`config.mk`:
```
export PLATFORM = sky130hd
export DESIGN_NAME = vdp_reg_write_arbiter
export DESIGN_NICKNAME = d
export VERILOG_FILES = /design/src/rtl/vdp_reg_write_arbiter.sv
export SDC_FILE = /design/constraint.sdc
export NUM_CORES = 1
export LEC_CHECK = 0
export ABC_CLOCK_PERIOD_IN_PS = 2700
export BUFFER_PORTS_ARGS = -buffer_cell sky130_fd_sc_hd__buf_2
export CAP_MARGIN = 0
export CORE_MARGIN = 5
export CORE_UTILIZATION = 57
export DETAILED_ROUTE_END_ITERATION = 12
export PLACE_DENSITY = 0.86
export SLEW_MARGIN = 20
export SYNTH_ARGS = -nofsm -noshare
export SYNTH_HDL_FRONTEND = slang
export SYNTH_SLANG_ARGS = --single-unit
```
`constraint.sdc`:
```
create_clock -name clk -period 2.7 [get_ports clk]
set_clock_uncertainty 0.15 [all_clocks]
set_input_delay 0.27 -clock clk [delete_from_list [all_inputs] [get_ports clk]]
set_output_delay 0.27 -clock clk [all_outputs]
set_load 0.005 [all_outputs]
```
`src/rtl/vdp_reg_write_arbiter.sv`:
```
// Copper/host register-write arbiter feeding the VDP register-file write port; optional drop counter under VDP_REG_ARB_DROP_COUNT_EN.
// Latency: a write captured in the FIFO or host holding register at edge N appears on out_write_* at edge N+1 at the earliest.
// Backpressure: out_write_ready stalls the output stage; copper writes arriving while the FIFO is full are dropped and flagged.

// Generic FIFO: DEPTH (power of 2) entries of WIDTH bits, pointers wrap modulo DEPTH.
// Latency: an entry pushed at edge N is poppable at edge N+1; no push-to-pop bypass.
// Backpressure: full/empty come from the registered count; a push while full is ignored.
module vdp_reg_fifo #(
    parameter int WIDTH = 22,
    parameter int DEPTH = 4
) (
    input  logic             clk,
    input  logic             reset_n,
    input  logic             push,
    input  logic [WIDTH-1:0] push_dat,
    input  logic             pop,
    output logic [WIDTH-1:0] pop_dat,
    output logic             full,
    output logic             empty
);
    localparam int PW = $clog2(DEPTH);

    logic [WIDTH-1:0] mem [DEPTH];
    logic [PW-1:0]    wr_ptr;
    logic [PW-1:0]    rd_ptr;
    logic [PW:0]      count;
    logic             do_push;
    logic             do_pop;

    assign full    = (count == (PW+1)'(DEPTH));
    assign empty   = (count == '0);
    assign do_push = push && !full;
    assign do_pop  = pop && !empty;
    assign pop_dat = mem[rd_ptr];

    always_ff @(posedge clk or negedge reset_n) begin
        if (!reset_n) begin
            wr_ptr <= '0;
            rd_ptr <= '0;
            count  <= '0;
        end else begin
            if (do_push) wr_ptr <= wr_ptr + 1'b1;
            if (do_pop)  rd_ptr <= rd_ptr + 1'b1;
            case ({do_push, do_pop})
                2'b10:   count <= count + 1'b1;
                2'b01:   count <= count - 1'b1;
                default: count <= count;
            endcase
        end
    end

    always_ff @(posedge clk) begin
        if (do_push) mem[wr_ptr] <= push_dat;
    end
endmodule

// Arbitrates buffered copper writes and a single held host write onto one register-file write port.
// Latency: one cycle from FIFO/holding-register capture to output; one write per cycle with out_write_ready high.
// Backpressure: valid/ready output stage; copper uses cop_write_ready (drops when full), host uses host_write_ready.
module vdp_reg_write_arbiter #(
    parameter int FIFO_DEPTH   = 4,
    parameter int STARVE_LIMIT = 8
) (
    input  logic        clk,
    input  logic        reset_n,
    input  logic [5:0]  cop_write_address,
    input  logic [15:0] cop_write_data,
    input  logic        cop_write_en,
    output logic        cop_write_ready,
    input  logic [5:0]  host_write_address,
    input  logic [15:0] host_write_data,
    input  logic        host_write_en,
    output logic        host_write_ready,
    output logic [5:0]  out_write_address,
    output logic [15:0] out_write_data,
    output logic        out_write_en,
    input  logic        out_write_ready,
    output logic        overflow,
    input  logic        overflow_clear,
    output logic [7:0]  drop_count
);
    typedef struct packed {
        logic [5:0]  address;
        logic [15:0] data;
    } reg_wr_t;

    localparam int SW = $clog2(STARVE_LIMIT + 1);

    reg_wr_t         cop_wr;
    reg_wr_t         cop_head;
    reg_wr_t         host_hold;
    reg_wr_t         out_wr;
    logic            fifo_full;
    logic            fifo_empty;
    logic            host_vld;
    logic            out_vld;
    logic            load_ok;
    logic            grant_cop;
    logic            grant_host;
    logic            cop_push;
    logic            cop_drop;
    logic            starved;
    logic [SW-1:0]   starve_cnt;

    assign cop_wr   = {cop_write_address, cop_write_data};
    assign cop_push = cop_write_en && !fifo_full;
    assign cop_drop = cop_write_en && fifo_full;

    vdp_reg_fifo #(
        .WIDTH ($bits(reg_wr_t)),
        .DEPTH (FIFO_DEPTH)
    ) u_cop_fifo (
        .clk      (clk),
        .reset_n  (reset_n),
        .push     (cop_push),
        .push_dat (cop_wr),
        .pop      (grant_cop),
        .pop_dat  (cop_head),
        .full     (fifo_full),
        .empty    (fifo_empty)
    );

    // Copper wins ties until the host has been passed over STARVE_LIMIT times in a row.
    assign starved    = (starve_cnt == SW'(STARVE_LIMIT));
    assign load_ok    = !out_vld || out_write_ready;
    assign grant_cop  = load_ok && !fifo_empty && (!host_vld || !starved);
    assign grant_host = load_ok && host_vld && (fifo_empty || starved);

    assign cop_write_ready   = !fifo_full;
    assign host_write_ready  = !host_vld;
    assign out_write_en      = out_vld;
    assign out_write_address = out_wr.address;
    assign out_write_data    = out_wr.data;

    always_ff @(posedge clk or negedge reset_n) begin
        if (!reset_n) begin
            out_vld    <= 1'b0;
            out_wr     <= '0;
            host_vld   <= 1'b0;
            host_hold  <= '0;
            starve_cnt <= '0;
            overflow   <= 1'b0;
        end else begin
            if (load_ok) begin
                out_vld <= grant_cop || grant_host;
                if (grant_host)
                    out_wr <= host_hold;
                else if (grant_cop)
                    out_wr <= cop_head;
            end

            if (grant_host) begin
                host_vld <= 1'b0;
            end else if (host_write_en && !host_vld) begin
                host_vld  <= 1'b1;
                host_hold <= {host_write_address, host_write_data};
            end

            if (!host_vld || grant_host)
                starve_cnt <= '0;
            else if (grant_cop && !starved)
                starve_cnt <= starve_cnt + 1'b1;

            // A drop in the same cycle as a clear keeps the flag set.
            if (cop_drop)
                overflow <= 1'b1;
            else if (overflow_clear)
                overflow <= 1'b0;
        end
    end

`ifdef VDP_REG_ARB_DROP_COUNT_EN
    logic [7:0] drop_cnt;

    always_ff @(posedge clk or negedge reset_n) begin
        if (!reset_n)
            drop_cnt <= 8'h00;
        else if (overflow_clear)
            drop_cnt <= cop_drop ? 8'h01 : 8'h00;
        else if (cop_drop && drop_cnt != 8'hFF)
            drop_cnt <= drop_cnt + 8'h01;
    end

    assign drop_count = drop_cnt;
`else
    assign drop_count = 8'h00;
`endif
endmodule

```
-- Yosys cells after proc, flatten, opt, wreduce, memory -nomap -nowiden
Memory sizes are Yosys's and may differ from the RTL's.
Index checks and enable logic that the tools add are counted.
- bits in registers: 58
- bits in writable memories: 88
- input bits: 50
- output and inout bits: 34
- word-level logic and storage cells: 61
- memories kept: 1
- add/subtract/negate cells: 5
- equality and inequality tests: 4
- muxes and demuxes: 11
- bitwise gates (word level): 1
- reduce and logical (&&, ||, !) cells: 28
- memory list (name ; depth ; bits a word ; rd ports ; clocked after memory_dff ; write ports ; line ; RTL):
    u_cop_fifo.mem ; 4 ; 22 ; 1 ; 0 ; 1 ; 23 ; logic [WIDTH-1:0] mem [DEPTH];
- operator list (cell ; number):
    $mux 22 ; 2
    $logic_and 1x1->1 ; 10
    $reduce_bool 2->1 ; 5
    $mux 4 ; 2
    $mux 1 ; 6
    $pmux 3 s2 ; 1
    $logic_not 1->1 ; 5
    $logic_or 1x1->1 ; 5
    $add 2x1->2 const B ; 2
    $add 4x1->4 const B ; 1
    $eq 4x4->1 const B ; 1
    $reduce_and 2->1 ; 2
    $add 3x1->3 const B ; 1
    $eq 3x3->1 const B ; 1
    $logic_not 3->1 ; 1
    $sub 3x1->3 const B ; 1
    $eq 2x1->1 const B ; 1
    $eq 2x2->1 const B ; 1
    $not 1->1 ; 1

-- Longest topological paths before layout
- word-level depth: 7
- gate-level depth with buffers: 10
- mapped depth without buffers: 10

-- By module
A second synthesis with hierarchy kept.
- cells, all modules: 455
- area total of the unflattened synthesis: 6344.8 sq um
- by module, submodules not included (module ; instances ; cells each ; area an instance (sq um) ; seq. area each (sq um)):
    vdp_reg_fifo ; 1 ; 152 ; 3639.7 ; 2817.7
    vdp_reg_write_arbiter ; 1 ; 303 ; 2705.1 ; 1276.2

-- Worst setup path after synthesis
No wires, ideal clock.
- path kind: register to register
- start: register starve_cnt[0]
- end: register u_cop_fifo.count[2]
- setup time: 0.079 ns
- data arrival time: 2.124 ns
- required time: 2.471 ns
- path slack: 0.347 ns
- cell stages (with the launch flop): 11
- path buffers: 0
- period minus slack after synthesis: 2.353 ns
- cells stage by stage: dfrtp_1 -> inv_1 -> ha_1 -> and3b_1 -> a211oi_2 -> ha_1 -> inv_1 -> fa_1 -> xor2_1 -> nor2_1 -> xor2_1
- longest elaborated chain between the ends: 7
- elaborated cells between the ends (all ways): 9
- those cells by class: eq/ne: 3; mux: 1; reduce/logical: 5
- ends and longest elaborated chain (element ; line ; RTL):
    from (decl) ; 103 ; logic [SW-1:0] starve_cnt;
    from (signal assigned) ; 162 ; starve_cnt <= starve_cnt + 1'b1;
    $eq 4x4->1 * ; 124 ; assign starved = (starve_cnt == SW'(STARVE_LIMIT));
    $logic_not 1->1 * ; 126 ; assign grant_cop = load_ok && !fifo_empty && (!host_vld || !starved);
    $logic_or 1x1->1 * ; 126 ;
    $logic_and 1x1->1 * ; 126 ;
    $logic_and 1x1->1 * ; 33 ; assign do_pop = pop && !empty;
    via u_cop_fifo.do_pop ; 28 ; logic do_pop;
    $eq 2x1->1 or $eq 2x2->1 (tied branches) ; 44 ; case ({do_push, do_pop})
    $pmux 3 s2 or $reduce_bool 2->1 (tied branches) ; n/a ;
    to (signal assigned) ; 45 ; 2'b10: count <= count + 1'b1;
    to (signal assigned) ; 46 ; 2'b01: count <= count - 1'b1;
    to (signal assigned) ; 47 ; default: count <= count;
    to (decl) ; 26 ; logic [PW:0] count;
The timed path passes the listed nets; every way through them passes the cells marked *.
A chain may end at the register's enable or synchronous reset.

-- Worst setup path in the final report
- start: register starve_cnt[1]
- end: register u_cop_fifo.count[2]
The elaborated chain is that of the path after synthesis.

==> run summary <==
Status: completed
First-pass GRT wire length: 22900 um
CP startpoint: starve_cnt[1]
Synthesized netlist cell count: 367
Number of antenna violations at the first check in global routing: 0
Top cells by count, synth: 88 x edfxtp_1, 58 x dfrtp_1, 49 x a21oi_1, 30 x nand2_1, 27 x nor2_1
Full die area: 12300 um^2
WP data arrival: 2.99 ns
Cells after DPL: 570
Hold endpoint: u_cop_fifo.wr_ptr[0]
DR WL met2: 7260 um
R2R depth: 10
Met3 WL: 1050 um
Grt total ovfl: 0
Largest net degree at the start of global routing: 25
Mapped Area: 5820 um^2
DRC Markers: 0
Port buffer count: 75
Sequential power share: 0.408
Maximum fanout along the worst path: 4
Required time of the critical path: 3.00 ns
Die Ht: 111 um
Worst hold path type: primary input to register
Gp weighted congestion: 0.838
Worst slew margin: 0.561
Hold path start: cop_write_en
Max clock buf depth: 2
Max Cap Viol: 0
Initial core utilization: 0.590
Syn_area_per_cell: 15.9 um^2
Combinational power share: 0.300
Final hold violation count: 0
CP Launch Type: register
Fillers: 510
Clk root buf: clkbuf_8
Die W: 111 um
Count leader, synth: edfxtp_1
H-tree depth: 4
Net total in the final layout: 568
Core box area: 9860 um^2
Top-level I/O count: 84
Crit end category: register
VDD IR max: 0.586 mV
Fin crit share: 0.997
Clk Latency, worst-skew pair: 0.53 ns
Crit Path Category: register to register
Antenna diode count: 0
DRT met1 WL: 5460 um
Final ANT Viol Nets: 0
DR vias/cell: 5.80
Final setup fails: 0
Vias: 3806
Cell taking the most area after synthesis: edfxtp_1
Number of flops mapped to enable cells by yosys: 88
Lkg Pwr: 3.04 nW
Maximum clock frequency: 371 MHz
Final worst slack: 0.00769 ns
Uppermost layer routed: met4
Pwr per Cell Area: 1150 nW/um^2
Synth top area share: 0.454
Min Clock Period, post-route: 2.69 ns
Clk sink count: 146
Detailed placement HPWL: 8150 um
Synth warn: 0
Clock-pin slew on the worst setup and hold paths: 0.06 ns
Vias in the first global route: 4031
FF+latch count, synth: 146
Flop-to-flop setup slack: 0.008 ns
Switch Pwr: 0.00275 W
Layout cells sized above 1: 0.337
Final Max Tran Viols: 0
Register area share after synthesis: 0.703
Non-Filler Instances: 656
Gr usage total: 0.245
P&R area growth vs syn: 29.5%
Initial DRT Pass Iterations: 5
Setup Slack @ Placement: 0.0185 ns
Number of distinct library cells after synthesis: 33
First DRT Iteration DRCs: 364
Worst slew pin tran: 0.658 ns
Final wirelength: 14400 um
Ranking of synthesized cells by area: edfxtp_1 45%, dfrtp_1 25%, mux4_2 8.5%
Routed len/inst: 21.9 um
Clock share of power: 0.292
Ys async rst share: 0.397
Primary FF master, synth: edfxtp_1
WHS Path Cells: 3
Sw Share: 0.318
Total power: 0.00864 W
RR Startpoint: starve_cnt[1]
CTS tree: done
Num CTS Buffers: 17
Cell Rows: 36
Internal: 0.00589 W
Reg-to-Reg End: u_cop_fifo.count[2]
[state kept, by name, summed over array words and instances, names as in the netlist]
signal / count
u_cop_fifo.mem: 88
out_write_address: 6
u_cop_fifo.rd_ptr: 2
overflow: 1
out_write_data: 16
out_write_en: 1
host_hold: 22
u_cop_fifo.wr_ptr: 2
host_vld: 1
starve_cnt: 4
u_cop_fifo.count: 3
[worst max path at each step]
| stage | to | slack, ns |
|---|---|---|
| 6_report | u_cop_fifo.count[2] | 0.008 |
| 5_1_grt | u_cop_fifo.count[2] | -0.05 |
| 3_5_place_dp | u_cop_fifo.count[2] | 0.02 |
| 3_3_place_gp | u_cop_fifo.count[2] | 0.26 |
| 4_1_cts | u_cop_fifo.count[2] | 0.007 |
| 2_1_floorplan | u_cop_fifo.count[2] | 0.35 |
[cell families after synthesis]
family | synth area share
flops | 0.703
simple gates | 0.0537
compound gates | 0.0535
mux | 0.131
buf+inv | 0.0301
fa+ha+maj | 0.0185
xor+xnor | 0.00903
other cells | 0.000644
[placed cells by master, fill, tap and decap left out, types with 2 or more instances in the layout]
cell type / n
clkbuf_16: 16
dlygate4sd3_1: 49
clkinv_4: 3
dfrtp_1: 58
bufinv_16: 5
and3_1: 4
clkinvlp_4: 2
nand3_1: 3
xnor2_1: 3
ha_1: 6
xor2_1: 2
nor2_1: 26
buf_4: 16
clkbuf_1: 2
mux2_2: 23
buf_2: 75
edfxtp_1: 88
mux4_2: 22
a21oi_1: 48
inv_1: 9
conb_1: 8
nand2_1: 30
[area by class of cell]
cell class	count	area, um^2	area share
Clock buffer	19	422	0.0559
Clock inverter	13	209	0.0277
Inverter	9	33.8	0.00448
Multi-Input combinational cell	195	1610	0.213
Sequential cell	146	4090	0.543
Tap cell	133	166	0.0221
Timing Repair Buffer	141	1010	0.133
[stage by stage]
stage	TNS [ns]	hold WS (ns)	util	area, um^2
final	0	0.0201	0.764	7540
after detailed placement	0	0.0499	0.644	6360
after floorplan	0	-0.176	-	5850
after global placement	0	0.0492	0.644	6360
after global routing	-0.0516	0.0313	0.764	7540
after CTS	0	0.00185	0.759	7490
[critical path, cell delays in order, from the launching register on]
cell	delay [ns]
dfrtp_1	0.40
inv_1	0.06
ha_1	0.18
and3b_2	0.25
a211oi_4	0.38
ha_2	0.27
inv_1	0.06
fa_2	0.35
xor2_2	0.17
nor2_2	0.16
xor2_1	0.18
[routing by layer]
layer  vias to the layer above  global-route usage
met4                         0               0.109
met1                      1889               0.307
li1                       1630                   -
met2                       227               0.403
met5                         -                   0
met3                        60              0.0671
[power groups by stage]
stage          Combinational (W)  Sequential [W]  Clock (W)
3_5_place_dp             0.00232         0.00351          0
4_1_cts                  0.00246         0.00350    0.00253
6_report                 0.00259         0.00353    0.00253
5_1_grt                  0.00281         0.00358    0.00266
2_1_floorplan            0.00158         0.00342          0
3_3_place_gp             0.00220         0.00344          0
[timing repair]
item,in CTS,in global routing
endpoints found under the setup margin,1,1
hold endpoints to repair,172,0
resized for setup,1,5
setup buffers,0,5
hold buffers,49,0
pin swaps,1,3
Note: power is estimated with default switching activity, not from simulation.
